--- config.mk ---
export PLATFORM = sky130hd
export DESIGN_NAME = decode_stage_pipelined
export DESIGN_NICKNAME = d
export VERILOG_FILES = /design/src/rtl/decode_stage_pipelined.sv
export SDC_FILE = /design/constraint.sdc
export NUM_CORES = 2
export LEC_CHECK = 0
export BUFFER_PORTS_ARGS = -buffer_cell sky130_fd_sc_hd__buf_2
export CORE_UTILIZATION = 35
export CTS_CLUSTER_SIZE = 28
export DETAILED_ROUTE_END_ITERATION = 10
export GPL_ROUTABILITY_DRIVEN = 0
export PLACE_DENSITY = 0.64
export SYNTH_ARGS = -nofsm -noshare
export SYNTH_HDL_FRONTEND = slang
export SYNTH_SLANG_ARGS = --single-unit
--- constraint.sdc ---
create_clock -name clock -period 3.39 [get_ports clock]
set_clock_uncertainty 0.05 [all_clocks]
set_input_delay 1.017 -clock clock [delete_from_list [all_inputs] [get_ports clock]]
set_output_delay 1.017 -clock clock [all_outputs]
set_load 0.01 [all_outputs]
--- src/rtl/decode_stage_pipelined.sv ---
`default_nettype none
// ============================================================================
// Module   : decode_stage_pipelined
// Purpose  : Pipelined decode stage between fetch and execute. Extracts the
//            instruction fields, reads the scalar and vector register files,
//            and broadcasts a scalar to every lane for vector-scalar ops.
//            The ID/EX register uses a valid/ready handshake. A per-register
//            scoreboard stalls RAW hazards. Writeback bypasses to the reads,
//            and a flush is supported.
// Ports    : clock, reset (sync, active-high), flush
//            in_valid/in_ready/instruction  - fetch side handshake
//            wb_*                           - writeback into the register files
//            out_valid/out_ready, out_*     - registered ID/EX outputs
// Revision : 1.0 - initial release
// ============================================================================
module decode_stage_pipelined #(
    parameter int SCALAR_DATA_WIDTH = 48,
    parameter int VECTOR_DATA_WIDTH = 8,
    parameter int VECTOR_SIZE       = 6,
    parameter int SCALAR_REGNUM     = 16,
    parameter int VECTOR_REGNUM     = 16,
    parameter int ADDRESS_WIDTH     = 4,
    parameter int OPCODE_WIDTH      = 4,
    parameter int INSTRUCTION_WIDTH = 48
) (
    input  logic                                     clock,
    input  logic                                     reset,
    input  logic                                     flush,
    input  logic                                     in_valid,
    output logic                                     in_ready,
    input  logic [INSTRUCTION_WIDTH-1:0]             instruction,
    input  logic                                     wb_we_scalar,
    input  logic                                     wb_we_vector,
    input  logic [ADDRESS_WIDTH-1:0]                 wb_addr,
    input  logic [SCALAR_DATA_WIDTH-1:0]             wb_scalar_data,
    input  logic [VECTOR_SIZE*VECTOR_DATA_WIDTH-1:0] wb_vector_data,
    output logic                                     out_valid,
    input  logic                                     out_ready,
    output logic [OPCODE_WIDTH-1:0]                  out_opcode,
    output logic [ADDRESS_WIDTH-1:0]                 out_dest,
    output logic [ADDRESS_WIDTH-1:0]                 out_src1,
    output logic [ADDRESS_WIDTH-1:0]                 out_src2,
    output logic                                     out_isVector,
    output logic                                     out_isVectorScalar,
    output logic                                     out_writesReg,
    output logic [SCALAR_DATA_WIDTH-1:0]             out_imm,
    output logic [SCALAR_DATA_WIDTH-1:0]             out_s1,
    output logic [SCALAR_DATA_WIDTH-1:0]             out_s2,
    output logic [VECTOR_SIZE*VECTOR_DATA_WIDTH-1:0] out_v1,
    output logic [VECTOR_SIZE*VECTOR_DATA_WIDTH-1:0] out_v2
);

    localparam int c_VDW       = VECTOR_SIZE * VECTOR_DATA_WIDTH;
    localparam int c_OP_LSB    = INSTRUCTION_WIDTH - OPCODE_WIDTH;
    localparam int c_DEST_LSB  = c_OP_LSB - ADDRESS_WIDTH;
    localparam int c_SRC1_LSB  = c_DEST_LSB - ADDRESS_WIDTH;
    localparam int c_SRC2_LSB  = c_SRC1_LSB - ADDRESS_WIDTH;
    localparam int c_ISV_BIT   = c_SRC2_LSB - 1;
    localparam int c_ISVS_BIT  = c_SRC2_LSB - 2;
    localparam int c_WR_BIT    = c_SRC2_LSB - 3;
    localparam int c_IMM_W     = c_SRC2_LSB - 4;

    // ---------------- field extraction ----------------
    logic [OPCODE_WIDTH-1:0]      w_opcode;
    logic [ADDRESS_WIDTH-1:0]     w_dest, w_src1, w_src2;
    logic                         w_isv, w_isvs, w_wr;
    logic [SCALAR_DATA_WIDTH-1:0] w_imm;
    logic                         w_unused_bit;

    assign w_opcode     = instruction[c_OP_LSB   +: OPCODE_WIDTH];
    assign w_dest       = instruction[c_DEST_LSB +: ADDRESS_WIDTH];
    assign w_src1       = instruction[c_SRC1_LSB +: ADDRESS_WIDTH];
    assign w_src2       = instruction[c_SRC2_LSB +: ADDRESS_WIDTH];
    assign w_isv        = instruction[c_ISV_BIT];
    assign w_isvs       = instruction[c_ISVS_BIT];
    assign w_wr         = instruction[c_WR_BIT];
    assign w_imm        = {{(SCALAR_DATA_WIDTH-c_IMM_W){instruction[c_IMM_W-1]}},
                           instruction[c_IMM_W-1:0]};
    // The bit between writesReg and imm carries no meaning in this encoding.
    assign w_unused_bit = instruction[c_IMM_W];

    // ---------------- state ----------------
    logic [SCALAR_DATA_WIDTH-1:0] rf_scalar_q [SCALAR_REGNUM];
    logic [SCALAR_DATA_WIDTH-1:0] rf_scalar_d [SCALAR_REGNUM];
    logic [c_VDW-1:0]             rf_vector_q [VECTOR_REGNUM];
    logic [c_VDW-1:0]             rf_vector_d [VECTOR_REGNUM];
    logic [SCALAR_REGNUM-1:0]     sb_scalar_q, sb_scalar_d;
    logic [VECTOR_REGNUM-1:0]     sb_vector_q, sb_vector_d;

    logic                         out_valid_q, out_valid_d;
    logic [OPCODE_WIDTH-1:0]      out_opcode_q, out_opcode_d;
    logic [ADDRESS_WIDTH-1:0]     out_dest_q, out_dest_d;
    logic [ADDRESS_WIDTH-1:0]     out_src1_q, out_src1_d;
    logic [ADDRESS_WIDTH-1:0]     out_src2_q, out_src2_d;
    logic                         out_isv_q, out_isv_d;
    logic                         out_isvs_q, out_isvs_d;
    logic                         out_wr_q, out_wr_d;
    logic [SCALAR_DATA_WIDTH-1:0] out_imm_q, out_imm_d;
    logic [SCALAR_DATA_WIDTH-1:0] out_s1_q, out_s1_d;
    logic [SCALAR_DATA_WIDTH-1:0] out_s2_q, out_s2_d;
    logic [c_VDW-1:0]             out_v1_q, out_v1_d;
    logic [c_VDW-1:0]             out_v2_q, out_v2_d;

    // ---------------- operand reads with writeback bypass ----------------
    logic                         w_wbs_src1, w_wbs_src2, w_wbv_src1, w_wbv_src2;
    logic [SCALAR_DATA_WIDTH-1:0] w_rd_s1, w_rd_s2;
    logic [c_VDW-1:0]             w_rd_v1, w_rd_v2_vec, w_bcast, w_rd_v2;

    assign w_wbs_src1  = wb_we_scalar && (wb_addr == w_src1);
    assign w_wbs_src2  = wb_we_scalar && (wb_addr == w_src2);
    assign w_wbv_src1  = wb_we_vector && (wb_addr == w_src1);
    assign w_wbv_src2  = wb_we_vector && (wb_addr == w_src2);

    assign w_rd_s1     = w_wbs_src1 ? wb_scalar_data : rf_scalar_q[w_src1];
    assign w_rd_s2     = w_wbs_src2 ? wb_scalar_data : rf_scalar_q[w_src2];
    assign w_rd_v1     = w_wbv_src1 ? wb_vector_data : rf_vector_q[w_src1];
    assign w_rd_v2_vec = w_wbv_src2 ? wb_vector_data : rf_vector_q[w_src2];

    for (genvar l = 0; l < VECTOR_SIZE; l++) begin : g_bcast
        assign w_bcast[l*VECTOR_DATA_WIDTH +: VECTOR_DATA_WIDTH] = w_rd_s2[VECTOR_DATA_WIDTH-1:0];
    end

    assign w_rd_v2 = (w_isv && w_isvs) ? w_bcast : w_rd_v2_vec;

    // ---------------- hazard detection ----------------
    // src2 is a scalar operand unless the op is a pure vector-vector op.
    logic w_src1_vec, w_src2_vec;
    logic w_sb1, w_sb2, w_idex1, w_idex2, w_hazard;
    logic w_accept, w_issue;

    assign w_src1_vec = w_isv;
    assign w_src2_vec = w_isv && !w_isvs;

    // A same-cycle writeback releases the pending bit early; the bypass
    // above supplies the value.
    assign w_sb1 = w_src1_vec ? (sb_vector_q[w_src1] && !w_wbv_src1)
                              : (sb_scalar_q[w_src1] && !w_wbs_src1);
    assign w_sb2 = w_src2_vec ? (sb_vector_q[w_src2] && !w_wbv_src2)
                              : (sb_scalar_q[w_src2] && !w_wbs_src2);

    // Producer still sitting in ID/EX has not set its scoreboard bit yet.
    assign w_idex1 = out_valid_q && out_wr_q && (out_dest_q == w_src1) && (out_isv_q == w_src1_vec);
    assign w_idex2 = out_valid_q && out_wr_q && (out_dest_q == w_src2) && (out_isv_q == w_src2_vec);

    assign w_hazard = w_sb1 || w_sb2 || w_idex1 || w_idex2;
    assign in_ready = !flush && !w_hazard && (!out_valid_q || out_ready);
    assign w_accept = in_valid && in_ready;
    assign w_issue  = out_valid_q && out_ready && !flush;

    // ---------------- next-state logic ----------------
    always_comb begin
        rf_scalar_d = rf_scalar_q;
        rf_vector_d = rf_vector_q;
        if (wb_we_scalar) rf_scalar_d[wb_addr] = wb_scalar_data;
        if (wb_we_vector) rf_vector_d[wb_addr] = wb_vector_data;

        // Clear first, then set, so a newer producer wins over a retiring one.
        sb_scalar_d = sb_scalar_q;
        sb_vector_d = sb_vector_q;
        if (wb_we_scalar) sb_scalar_d[wb_addr] = 1'b0;
        if (wb_we_vector) sb_vector_d[wb_addr] = 1'b0;
        if (w_issue && out_wr_q) begin
            if (out_isv_q) sb_vector_d[out_dest_q] = 1'b1;
            else           sb_scalar_d[out_dest_q] = 1'b1;
        end
    end

    always_comb begin
        out_valid_d  = out_valid_q;
        out_opcode_d = out_opcode_q;
        out_dest_d   = out_dest_q;
        out_src1_d   = out_src1_q;
        out_src2_d   = out_src2_q;
        out_isv_d    = out_isv_q;
        out_isvs_d   = out_isvs_q;
        out_wr_d     = out_wr_q;
        out_imm_d    = out_imm_q;
        out_s1_d     = out_s1_q;
        out_s2_d     = out_s2_q;
        out_v1_d     = out_v1_q;
        out_v2_d     = out_v2_q;
        if (flush) begin
            out_valid_d = 1'b0;
        end else if (w_accept) begin
            out_valid_d  = 1'b1;
            out_opcode_d = w_opcode;
            out_dest_d   = w_dest;
            out_src1_d   = w_src1;
            out_src2_d   = w_src2;
            out_isv_d    = w_isv;
            out_isvs_d   = w_isvs;
            out_wr_d     = w_wr;
            out_imm_d    = w_imm;
            out_s1_d     = w_rd_s1;
            out_s2_d     = w_rd_s2;
            out_v1_d     = w_rd_v1;
            out_v2_d     = w_rd_v2;
        end else if (w_issue) begin
            out_valid_d = 1'b0;
        end
    end

    // ---------------- registers ----------------
    always_ff @(posedge clock) begin
        if (reset) begin
            for (int i = 0; i < SCALAR_REGNUM; i++) rf_scalar_q[i] <= '0;
            for (int i = 0; i < VECTOR_REGNUM; i++) rf_vector_q[i] <= '0;
            sb_scalar_q  <= '0;
            sb_vector_q  <= '0;
            out_valid_q  <= 1'b0;
            out_opcode_q <= '0;
            out_dest_q   <= '0;
            out_src1_q   <= '0;
            out_src2_q   <= '0;
            out_isv_q    <= 1'b0;
            out_isvs_q   <= 1'b0;
            out_wr_q     <= 1'b0;
            out_imm_q    <= '0;
            out_s1_q     <= '0;
            out_s2_q     <= '0;
            out_v1_q     <= '0;
            out_v2_q     <= '0;
        end else begin
            rf_scalar_q  <= rf_scalar_d;
            rf_vector_q  <= rf_vector_d;
            sb_scalar_q  <= sb_scalar_d;
            sb_vector_q  <= sb_vector_d;
            out_valid_q  <= out_valid_d;
            out_opcode_q <= out_opcode_d;
            out_dest_q   <= out_dest_d;
            out_src1_q   <= out_src1_d;
            out_src2_q   <= out_src2_d;
            out_isv_q    <= out_isv_d;
            out_isvs_q   <= out_isvs_d;
            out_wr_q     <= out_wr_d;
            out_imm_q    <= out_imm_d;
            out_s1_q     <= out_s1_d;
            out_s2_q     <= out_s2_d;
            out_v1_q     <= out_v1_d;
            out_v2_q     <= out_v2_d;
        end
    end

    assign out_valid          = out_valid_q;
    assign out_opcode         = out_opcode_q;
    assign out_dest           = out_dest_q;
    assign out_src1           = out_src1_q;
    assign out_src2           = out_src2_q;
    assign out_isVector       = out_isv_q;
    assign out_isVectorScalar = out_isvs_q;
    assign out_writesReg      = out_wr_q;
    assign out_imm            = out_imm_q;
    assign out_s1             = out_s1_q;
    assign out_s2             = out_s2_q;
    assign out_v1             = out_v1_q;
    assign out_v2             = out_v2_q;

endmodule
`default_nettype wire

==> results.toml <==
[status]
status = "finished with violations"
violations = "negative setup slack"

[pwr]
switchingPower_uw = 12400
ir_worst_vdd_mv = 0.594
p_leak_uw = 0.0357
p_clk_frac = 0.452
p_per_area_mw_per_mm2 = 456
power_uw = 47800
p_int_uw = 35500
p_sw_frac = 0.258
pwr-share-seq = 0.455
pwr-share-comb = 0.093

[hold_path]
hold_path.class = "input pin to flop"
hold_depth = 2

[global_route]
grt_max_degree = 114
grt_use_total = 0.261
overflow = 0
grt_pass1_vias = 76600
grt_pass1_wl_um = 504000
antenna_found_initial = 60

[die]
ios = 416
die_y_um = 509
num_rows = 185
initial_core_util = 0.353
core_mm2 = 0.255
dieArea_mm2 = 0.259
die_x_um = 509

[synth]
yosysUniqueCellTypes = 42
ys_warn_count = 0
async_reset_ff_frac = 0
postSynthCellCount = 9812
synth_top_flop_cell = "dfxtp_1"
synth_area_mm2 = 0.0898
yosysMostFrequentCell = "nand2_1"
ys_ff_latch = 1808
yosysTopAreaCell = "dfxtp_1"
synth_top_area_frac = 0.403
synth.area.top_cells = "dfxtp_1, mux4_2, nand2_1, a21oi_1, clkbuf_1"
synth_common_cells = "nand2_1, dfxtp_1, a21oi_1"
synth.avg_cell_area_um2 = 9.16
synth_edf_count = 0
syn_nets = 9967
synth-seq-area-share = 0.403

[final_layout]
layout-drive-gt1-share = 0.240
multi_input_area_mm2 = 0.0497
fillers = 24200
syn2layout_area_growth_pct = 16.9
area.sequential_mm2 = 0.0362
nets = 9991

[critical_path]
crit_type = "flop to output port"
crit_required_ns = 2.32
worstRegToRegCells = 11
critPathCaptureType = "output port"
rrSetupSlack_ns = 0.63
cp_max_fo = 3
cp.arrival_ns = 2.67
cp-start-kind = "flop"

[clocking]
cts_buffers = 189
clk-insertion-delay-late_ns = 0.85
clock_sinks = 1808
cts_max_level = 4
cts_max_path_buffers = 3
cts_root_buf = "clkbuf_16"
tritoncts = "yes"
clkTransAtPathRegs_ns = 0.06

[timing]
grt_setup_unrepaired = "yes"
fmax_mhz = 267
fin_crit_sh = 1.10
final_max_slew_viol_count = 0
slew_headroom = 0.439
finalSetupViolations = 1
worst_slack_ns = -0.352
min_period_ns = 3.74
finalHoldViolations = 0
tightest_slew_ns = 0.838

[job]
maxCapViolations = 0

[drt]
firstDrtPassIters = 7
num_vias = 79500
vias_per_cell = 5.94
drc = 0
drt-initial-drc-count = 10800
wire_per_inst_um = 26.0
ant_nets = 0
routed_wl_um = 348000

[placed_design]
dpl.hpwl_um = 203000
port-buffer-count = 414
dp_slack_ns = -0.408
logic make-up after synthesis:
group                     count (synthesis)  synth area share
and+or+nand+nor                        3912             0.170
DFF                                    1808             0.403
AOI/OAI and AO/OA                      1780             0.101
muxes                                  1224             0.275
buffers and inverters                  1070            0.0487
xor gates and xnor gates                 18           0.00175
sequential cells by signal, indices dropped and copies added, names as in the netlist, 16 cells and up:
register / count
out_imm: 28
out_s1: 48
out_s2: 48
out_v1: 48
out_v2: 48
rf_scalar_q: 768
rf_vector_q: 768
sb_scalar_q: 16
sb_vector_q: 16
critical path, cell delays in order, from the launching register on:
cell	delay (ns)
dfxtp_2	0.33
mux4_2	0.47
mux4_2	0.49
nand3_2	0.09
nand3_2	0.07
a221oi_2	0.17
buf_4	0.20
layer usage:
| metal | routed length, µm | vias to the layer above | track usage |
|---|---|---|---|
| met3 | 46300 | 1275 | 0.0730 |
| met2 | 160000 | 5523 | 0.414 |
| met4 | 20400 | 22 | 0.138 |
| met5 | 142 | - | 0 |
| met1 | 121000 | 38700 | 0.320 |
| li1 | - | 34000 | - |
layout by cell type (no fill, tap or decap), types with 44 or more instances in the layout:
cell / synthesis / final
a21oi_1: 1683 / 1683
a31oi_1: 48 / 48
buf_12: 0 / 215
buf_2: 107 / 404
buf_4: 26 / 273
clkbuf_1: 815 / 44
clkbuf_16: 0 / 189
clkbuf_8: 0 / 44
dfxtp_1: 1808 / 1800
mux2_1: 70 / 70
mux2_2: 124 / 124
mux2i_1: 55 / 55
mux4_2: 975 / 975
nand2_1: 3601 / 3564
nor2b_1: 201 / 201
power by group through the flow:
stage | Combinational [µW] | Clock, µW | Sequential, µW
2_1_floorplan | 2620 | 0 | 22200
3_3_place_gp | 4310 | 0 | 22200
3_5_place_dp | 4360 | 0 | 22200
4_1_cts | 4370 | 21800 | 21700
5_1_grt | 4620 | 22700 | 21800
6_report | 4440 | 21600 | 21800
final cells by class:
cell class | count | area share
flip-flops and latches | 1808 | 0.345
repair buffers | 900 | 0.0808
multi-input cells | 6934 | 0.473
well taps | 3366 | 0.0401
diodes | 21 | 0.000500
inverters | 3 | 0.000131
clock inverters | 66 | 0.00825
clock buffers | 277 | 0.0524
stage by stage:
| step | instance area (µm²) | setup TNS (ns) | hold slack (ns) | std cells | util |
|---|---|---|---|---|---|
| 2_1_floorplan | 89900 | -0.173 | 0.393 | 9812 | - |
| 3_3_place_gp | 98500 | -75.91 | 0.392 | 13000 | 0.387 |
| 3_5_place_dp | 98500 | -63.57 | 0.399 | 13000 | 0.387 |
| 4_1_cts | 105000 | -0.412 | 0.254 | 13400 | 0.412 |
| 5_1_grt | 105000 | -0.446 | 0.284 | 13400 | 0.412 |
| 6_report | 105000 | -0.352 | 0.316 | 13400 | 0.412 |
what timing repair did:
| action | CTS | global route |
|---|---|---|
| setup buffers | 4 | 0 |
| pin swaps | 1 | 1 |
| endpoints found under the setup margin | 1 | 1 |
| hold buffers | 0 | 0 |
| hold endpoints to repair | 0 | 0 |
| resized for setup | 6 | 3 |
path summary, 6_finish.rpt:
check                             startpoint                       end
setup / recovery  sb_vector_q[15]$_SDFF_PP0_                  in_ready
hold / removal                         flush    out_valid$_SDFFE_PP0P_
setup reg to reg   sb_vector_q[7]$_SDFF_PP0_  out_src2[3]$_SDFFE_PP0P_
hold reg to reg      out_imm[9]$_SDFFE_PP0P_   out_imm[9]$_SDFFE_PP0P_
No activity file was read; power rests on OpenSTA's default activity.
